`config.mk`:
```
export PLATFORM = sky130hd
export DESIGN_NAME = fifo_rd_ctrl
export DESIGN_NICKNAME = d
export VERILOG_FILES = /design/src/rtl/fifo_pkg.sv /design/src/rtl/fifo_occ_cnt.sv /design/src/rtl/fifo_rd_ctrl.sv
export SDC_FILE = /design/constraint.sdc
export NUM_CORES = 1
export LEC_CHECK = 0
export ABC_AREA = 1
export CORE_ASPECT_RATIO = 1.1
export CORE_MARGIN = 2
export CORE_UTILIZATION = 43
export CTS_BUF_LIST = sky130_fd_sc_hd__clkbuf_2
export CTS_CLUSTER_SIZE = 28
export DETAILED_ROUTE_END_ITERATION = 6
export GPL_TIMING_DRIVEN = 1
export PLACE_DENSITY = 0.83
export SLEW_MARGIN = 10
export SYNTH_ARGS = -nofsm -noshare
export SYNTH_HDL_FRONTEND = slang
export SYNTH_SLANG_ARGS = --single-unit
```
`constraint.sdc`:
```
create_clock -name clk -period 3.35 [get_ports clk]
set_input_delay 0.5025 -clock clk [delete_from_list [all_inputs] [get_ports clk]]
set_output_delay 0.5025 -clock clk [all_outputs]
set_load 0.02 [all_outputs]
```
`src/rtl/fifo_pkg.sv`:
```
// Shared FIFO definitions: read-FSM state encoding, default geometry and the
// pointer increment helper used by both the RP and WP side controllers.
package fifo_pkg;

    localparam int FIFO_PTR_W  = 8;
    localparam int FIFO_DEPTH  = 256;
    localparam int FIFO_DATA_W = 64;
    localparam int FIFO_RD_LAT = 1;

    typedef enum logic [1:0] {
        S_IDLE  = 2'd0,
        S_FETCH = 2'd1,
        S_VALID = 2'd2
    } rd_state_t;

    // Wraps at the configured depth, which may be smaller than 2^PTR_W.
    function automatic logic [31:0] ptr_inc_wrap(input logic [31:0] ptr,
                                                 input logic [31:0] depth);
        return (ptr == depth - 32'd1) ? 32'd0 : ptr + 32'd1;
    endfunction

endpackage

```
`src/rtl/fifo_occ_cnt.sv`:
```
// FIFO occupancy counter with registered empty/full flags.
// almost_full is only present when FIFO_RD_ALMOST_FULL_EN is defined.
module fifo_occ_cnt
    import fifo_pkg::*;
#(
    parameter int PTR_W = FIFO_PTR_W,
    parameter int DEPTH = FIFO_DEPTH
`ifdef FIFO_RD_ALMOST_FULL_EN
    ,
    parameter int AF_THRESH = DEPTH - 4
`endif
) (
    input  logic           clk,
    input  logic           rst,
    input  logic           inc,
    input  logic           dec,
    output logic [PTR_W:0] count,
    output logic           empty,
    output logic           full
`ifdef FIFO_RD_ALMOST_FULL_EN
    ,
    output logic           almost_full
`endif
);

    localparam logic [PTR_W:0] CNT_ONE   = (PTR_W + 1)'(1);
    localparam logic [PTR_W:0] CNT_DEPTH = (PTR_W + 1)'(DEPTH);
`ifdef FIFO_RD_ALMOST_FULL_EN
    localparam logic [PTR_W:0] CNT_AF    = (PTR_W + 1)'(AF_THRESH);
`endif

    logic [PTR_W:0] count_nxt;

    always_comb begin
        count_nxt = count;
        if (inc && !dec) begin
            count_nxt = count + CNT_ONE;
        end else if (dec && !inc) begin
            count_nxt = count - CNT_ONE;
        end
    end

    // Flags are derived from the next count so they line up with count itself.
    always_ff @(posedge clk or posedge rst) begin
        if (rst) begin
            count       <= '0;
            empty       <= 1'b1;
            full        <= 1'b0;
`ifdef FIFO_RD_ALMOST_FULL_EN
            almost_full <= 1'b0;
`endif
        end else begin
            count       <= count_nxt;
            empty       <= (count_nxt == '0);
            full        <= (count_nxt == CNT_DEPTH);
`ifdef FIFO_RD_ALMOST_FULL_EN
            almost_full <= (count_nxt >= CNT_AF);
`endif
        end
    end

endmodule

```
`src/rtl/fifo_rd_ctrl.sv`:
```
// Read-side FIFO controller: tracks occupancy, advances RP and captures RAM data
// into a valid/ready output stage. FIFO_RD_ALMOST_FULL_EN adds almost_full.
module fifo_rd_ctrl
    import fifo_pkg::*;
#(
    parameter int PTR_W  = FIFO_PTR_W,
    parameter int DEPTH  = FIFO_DEPTH,
    parameter int DATA_W = FIFO_DATA_W,
    parameter int RD_LAT = FIFO_RD_LAT
`ifdef FIFO_RD_ALMOST_FULL_EN
    ,
    parameter int AF_THRESH = DEPTH - 4
`endif
) (
    input  logic              clk,
    input  logic              rst,
    input  logic              wr_en,
    input  logic [PTR_W-1:0]  RP,
    input  logic [DATA_W-1:0] ram_dout,
    input  logic              rd_ready,
    output logic              RP_en,
    output logic [PTR_W-1:0]  RP_next,
    output logic              FIFO_EMPTY,
    output logic              FIFO_FULL,
    output logic [PTR_W:0]    count,
    output logic              rd_valid,
    output logic [DATA_W-1:0] rd_data
`ifdef FIFO_RD_ALMOST_FULL_EN
    ,
    output logic              almost_full
`endif
);

    // state   | meaning
    // S_IDLE  | output stage empty, waiting for the FIFO to hold a word
    // S_FETCH | read committed, waiting RD_LAT cycles for ram_dout
    // S_VALID | rd_data held for the consumer until rd_ready

    localparam logic [1:0] LAT_LAST = 2'(RD_LAT - 1);

    rd_state_t  state, state_nxt;
    logic [1:0] lat_cnt, lat_cnt_nxt;
    logic       capture;
    logic       inc;

    assign RP_next = PTR_W'(ptr_inc_wrap(32'(RP), 32'(DEPTH)));
    assign inc     = wr_en & ~FIFO_FULL;

    fifo_occ_cnt #(
        .PTR_W     (PTR_W),
        .DEPTH     (DEPTH)
`ifdef FIFO_RD_ALMOST_FULL_EN
        ,
        .AF_THRESH (AF_THRESH)
`endif
    ) u_occ (
        .clk         (clk),
        .rst         (rst),
        .inc         (inc),
        .dec         (RP_en),
        .count       (count),
        .empty       (FIFO_EMPTY),
        .full        (FIFO_FULL)
`ifdef FIFO_RD_ALMOST_FULL_EN
        ,
        .almost_full (almost_full)
`endif
    );

    always_ff @(posedge clk or posedge rst) begin
        if (rst) begin
            state   <= S_IDLE;
            lat_cnt <= 2'd0;
            rd_data <= '0;
        end else begin
            state   <= state_nxt;
            lat_cnt <= lat_cnt_nxt;
            if (capture) begin
                rd_data <= ram_dout;
            end
        end
    end

    // RP_en doubles as the occupancy decrement, so it is gated by FIFO_EMPTY.
    always_comb begin
        state_nxt   = state;
        lat_cnt_nxt = lat_cnt;
        RP_en       = 1'b0;
        capture     = 1'b0;
        case (state)
            S_IDLE: begin
                if (!FIFO_EMPTY) begin
                    RP_en       = 1'b1;
                    lat_cnt_nxt = 2'd0;
                    state_nxt   = S_FETCH;
                end
            end
            S_FETCH: begin
                lat_cnt_nxt = lat_cnt + 2'd1;
                if (lat_cnt == LAT_LAST) begin
                    capture   = 1'b1;
                    state_nxt = S_VALID;
                end
            end
            S_VALID: begin
                if (rd_ready) begin
                    if (!FIFO_EMPTY) begin
                        RP_en       = 1'b1;
                        lat_cnt_nxt = 2'd0;
                        state_nxt   = S_FETCH;
                    end else begin
                        state_nxt = S_IDLE;
                    end
                end
            end
            default: state_nxt = S_IDLE;
        endcase
    end

    assign rd_valid = (state == S_VALID);

endmodule

```
Word level (Yosys, flattened, before mapping):

Index checks and enable logic that the tools add are counted.

* register bits: 79
* input port bits: 76
* logic and storage cells: 45
* output and inout port bits: 85

* mux-type cells: 16
* equal/unequal tests: 7
* bitwise operators: 2
* add/subtract/negate cells: 4
* reductions and logical operators: 10

Operators by type and width (number)
* 9-bit 2-to-1 mux: 2
* 2-bit case mux with 3 select lines: 2
* 2-bit 2-to-1 mux: 5
* 9-bit by 1-bit adder with 9-bit output (second input constant): 1
* 9-bit equality test (second input constant): 1
* 9-bit zero test: 1
* 9-bit by 1-bit subtractor with 9-bit output (second input constant): 1
* 8-bit by 1-bit adder with 8-bit output (second input constant): 1
* 8-bit equality test (second input constant): 1
* 8-bit 2-to-1 mux: 1
* 2-bit inequality test (second input constant): 3
* 1-bit 2-to-1 mux: 5
* 2-bit zero test: 2
* 3-bit AND reduction: 1
* 3-bit nonzero test: 1
* 2-bit by 1-bit adder with 2-bit output (second input constant): 1
* 2-bit by 1-bit equality test with 1-bit output (second input constant): 1
* 2-bit equality test (second input constant): 1
* 1-bit logical AND: 2
* 1-bit zero test: 2
* 1-bit case mux with 2 select lines: 1
* 2-bit AND reduction: 1
* 1-bit AND: 1
* 1-bit NOT: 1

Logic depth before layout (Yosys ltp):

* word-level depth: 7
* mapped depth: 13
* depth with buffers taken out: 13

By module:

From an unflattened synthesis, not the netlist that was laid out.

* cells, all modules: 443
* area total of the unflattened synthesis: 3870.0 um^2

By module, submodules not included
* fifo_rd_ctrl: cells an instance 332, area each 3121.7 um^2, sequential area each 1701.6 um^2, instances 1
* fifo_occ_cnt: cells an instance 111, area each 748.2 um^2, sequential area each 276.5 um^2, instances 1

Least setup slack after synthesis:

OpenSTA, ideal clock, no wires.

* path kind: input to output
* from: input RP[0]
* to: output RP_next[3]
* slack: 1.313 ns
* required time: 2.847 ns
* buffers on the path: 0
* data arrival time: 1.534 ns
* cell stages on the path: 6
* cells stage by stage: ha_1 nand3_1 nor3b_1 nand2_1 nor2_1 nor3b_1

* longest elaborated chain between the ends: 2
* elaborated cells on any way between the ends: 3
* classes of those cells: add/sub (1); eq/ne (1); mux (1)

RTL lines
* start, declared: line fifo_rd_ctrl.sv:18 `input logic [PTR_W-1:0] RP,`
* 8-bit by 1-bit adder with 8-bit output or 8-bit equality test (tied branches): line fifo_pkg.sv:19 `return (ptr == depth - 32'd1) ? 32'd0 : ptr + 32'd1;`
* 8-bit 2-to-1 mux (*): line fifo_pkg.sv:19
* end, declared: line fifo_rd_ctrl.sv:22 `output logic [PTR_W-1:0] RP_next,`

Mark *: on every way between the ends. The rest lies on a longest branch, timed or not.

Final worst setup path:

Ends and elaborated chain as after synthesis.

==> summary.txt <==
Timing
  • Final setup violation count: 0
  • Pins Over Slew Limit: 0
  • Setup_tns: 0 ps
  • Post-route minimum period: 3160 ps
  • Skew final: 22.3 ps
  • Final Hold Fails: 0
  • Worst slew pin tran: 720 ps
  • Max_slew headroom: 51.9%
  • Fmax: 317 MHz
  • Unrepaired setup endpoints after global routing: no
  • Crit share post-route: 94.2%

Clock network
  • Total CTS buffers: 9
  • Setup Fix Bufs, Post-CTS: 0
  • Clock H-tree levels: 3
  • Clk root buf: clkbuf_2
  • Clk sinks: 79
  • CTS tree: built
  • Post-CTS resize count: 0
  • Cts hold-fix bufs: 0
  • CTS Buffer Depth: 2
  • Latest clock arrival within the worst-skew pair: 520 ps
  • Clock-pin slew on the worst setup and hold paths: 230 ps

Synthesis
  • Syn Inst Count: 320
  • #FFs+latches synth: 79
  • Sequential area share after synthesis: 55.6%
  • Synthesized area: 0.00355 sq mm
  • Synth warn: 0
  • Netlist cell types: 25
  • Synthesized Nets: 400
  • Mapped Avg Cell Area: 11.1 sq um

Route
  • Drt initial violations: 108
  • Routed length per instance: 15.0 um
  • Router iterations before antenna repair: 4
  • Post-route ant nets: 0
  • Final WL: 8930 um
  • DR vias/cell: 4.86
  • Via count: 2894
  • DRC: 0

GRT
  • First-pass GRT wire length: 14600 um
  • GRT overflow: 0
  • Largest net degree at the start of global routing: 48
  • Total global-route track usage: 20.8%
  • Vias in the first global route: 3087
  • Antenna violations before repair: 0

Floorplan
  • I/O pin cnt: 161
  • Core Region: 0.00796 sq mm
  • # rows: 34
  • Die Ht: 99.4 um
  • Die width: 90.7 um
  • Initial core utilization: 44.7%
  • DIE AREA: 0.00901 sq mm

Placed design
  • Number of port buffers: 160
  • DP HPWL: 6750 um
  • Final GP Congestion: 0.881
  • Placed cell area: 0.00528 sq mm

Setup path
  • CP Data Required Time: 2850 ps
  • Reg2Reg Depth: 5
  • RR Startpoint: state[0]
  • FF-to-FF setup slack: 1500 ps
  • CP endpoint kind: output pin
  • Critical path startpoint category: input pin
  • Worst-path maximum fanout: 3
  • Critical path class: input pin to output pin
  • FF-to-FF End: rd_data[61]
  • Worst EP arrival: 2650 ps
  • Crit path from: RP[0]

Run
  • Max-Cap Viols: 0

Outcome
  • Status: finished clean

Finish
  • Final #Nets: 564
  • Share of layout cells above drive strength 1: 19.9%
  • Area delta synth->final: 52.3%
  • Fin area: 0.00541 sq mm
  • Diodes inserted: 0

Power and ir drop
  • Peak VDD IR: 0.000605 V
  • Leak: 0.00240 uW
  • P per Cell Area: 987 mW/mm^2

Worst hold path
  • Min-delay worst type: input pin to asynchronous set/reset pin
## worst max-delay path by stage
stage	slack, ps	to	depth (start not counted)
after CTS	190	RP_next[3]	8
after global placement	340	RP_next[3]	8
after floorplan	830	lat_cnt[0]	1
after global routing	70	RP_next[3]	8
after detailed placement	190	RP_next[3]	8
final	190	RP_next[3]	8
## kinds of logic after synthesis
logic type | count (synthesis) | synth area share (%)
fa+ha+maj | 4 | 1.41
buf+inv | 45 | 5.35
xor+xnor | 6 | 1.48
mux | 64 | 20.3
compound gates | 10 | 1.51
simple gates | 112 | 14.3
flops | 79 | 55.6
## layer usage
layer  GRT usage (%)  share of wire [%]  vias up
met5               0                  0        -
met4            7.34                1.2        0
met3            10.5                 12       10
met2            35.4                 49      131
met1            22.4                 38     1391
li1                -                  -     1362
## worst max-delay path: stages
cell	delay, ps
clkdlybuf4s50_1	510
ha_1	200
nand3_1	120
nor3b_1	340
nand2_1	130
nor2_1	230
nor3b_1	90
clkdlybuf4s50_1	540
## area by class of cell
class | count | area (sq um)
fillers | 611 | 2540
inverters | 36 | 135
clock inverters | 5 | 83.8
well taps | 108 | 135
multi-input cells | 196 | 1390
repair buffers | 162 | 1640
flip-flops and latches | 79 | 1980
clock buffers | 10 | 50.0
## cells in the mapped netlist, drive strengths merged
master | count | area (sq um)
inv | 36 | 135
nor3b | 2 | 15.0
nand3b | 1 | 7.51
nand3 | 18 | 95.1
mux2 | 64 | 721
nor3 | 2 | 10.0
o21ai | 8 | 43.8
dfstp | 1 | 26.3
ha | 4 | 50.1
nand2 | 62 | 260
nor2 | 24 | 103
nand4 | 3 | 18.8
buf | 9 | 55.1
xor2 | 6 | 52.6
dfrtp | 78 | 1950
a21oi | 2 | 10.0
## placed cells by master (no fill, tap or decap), drive strengths merged, types with 4 or more instances in the layout
cell,netlist,layout
nand3,18,18
nor2,24,24
xor2,6,6
mux2,64,64
nand2,62,62
clkdlybuf4s50,0,160
dfrtp,78,78
inv,36,36
o21ai,8,8
ha,4,4
clkbuf,0,10
## report_power, final
group          leakage [uW]  switching (uW)  internal, uW
logic               0.00141            1480          1550
clock network     0.0000742             333           247
registers          0.000925             306          1430
total               0.00240            2120          3220
## registers in the layout, summed over array words and instances (netlist names)
register     flops
u_occ.full       1
state            2
lat_cnt          2
rd_data         64
u_occ.empty      1
u_occ.count      9
## stage by stage
stage	hold slack (ps)	instances	setup slack [ps]	power, uW	utilization, %
CTS	352	596	187	5400	68.0
finish	368	596	193	5340	68.0
global placement	486	581	338	4710	66.4
global route	405	596	69.5	5680	68.0
detailed placement	494	581	188	4800	66.4
floorplan	505	320	826	3480	-
Note: power is estimated with default switching activity, not from simulation.
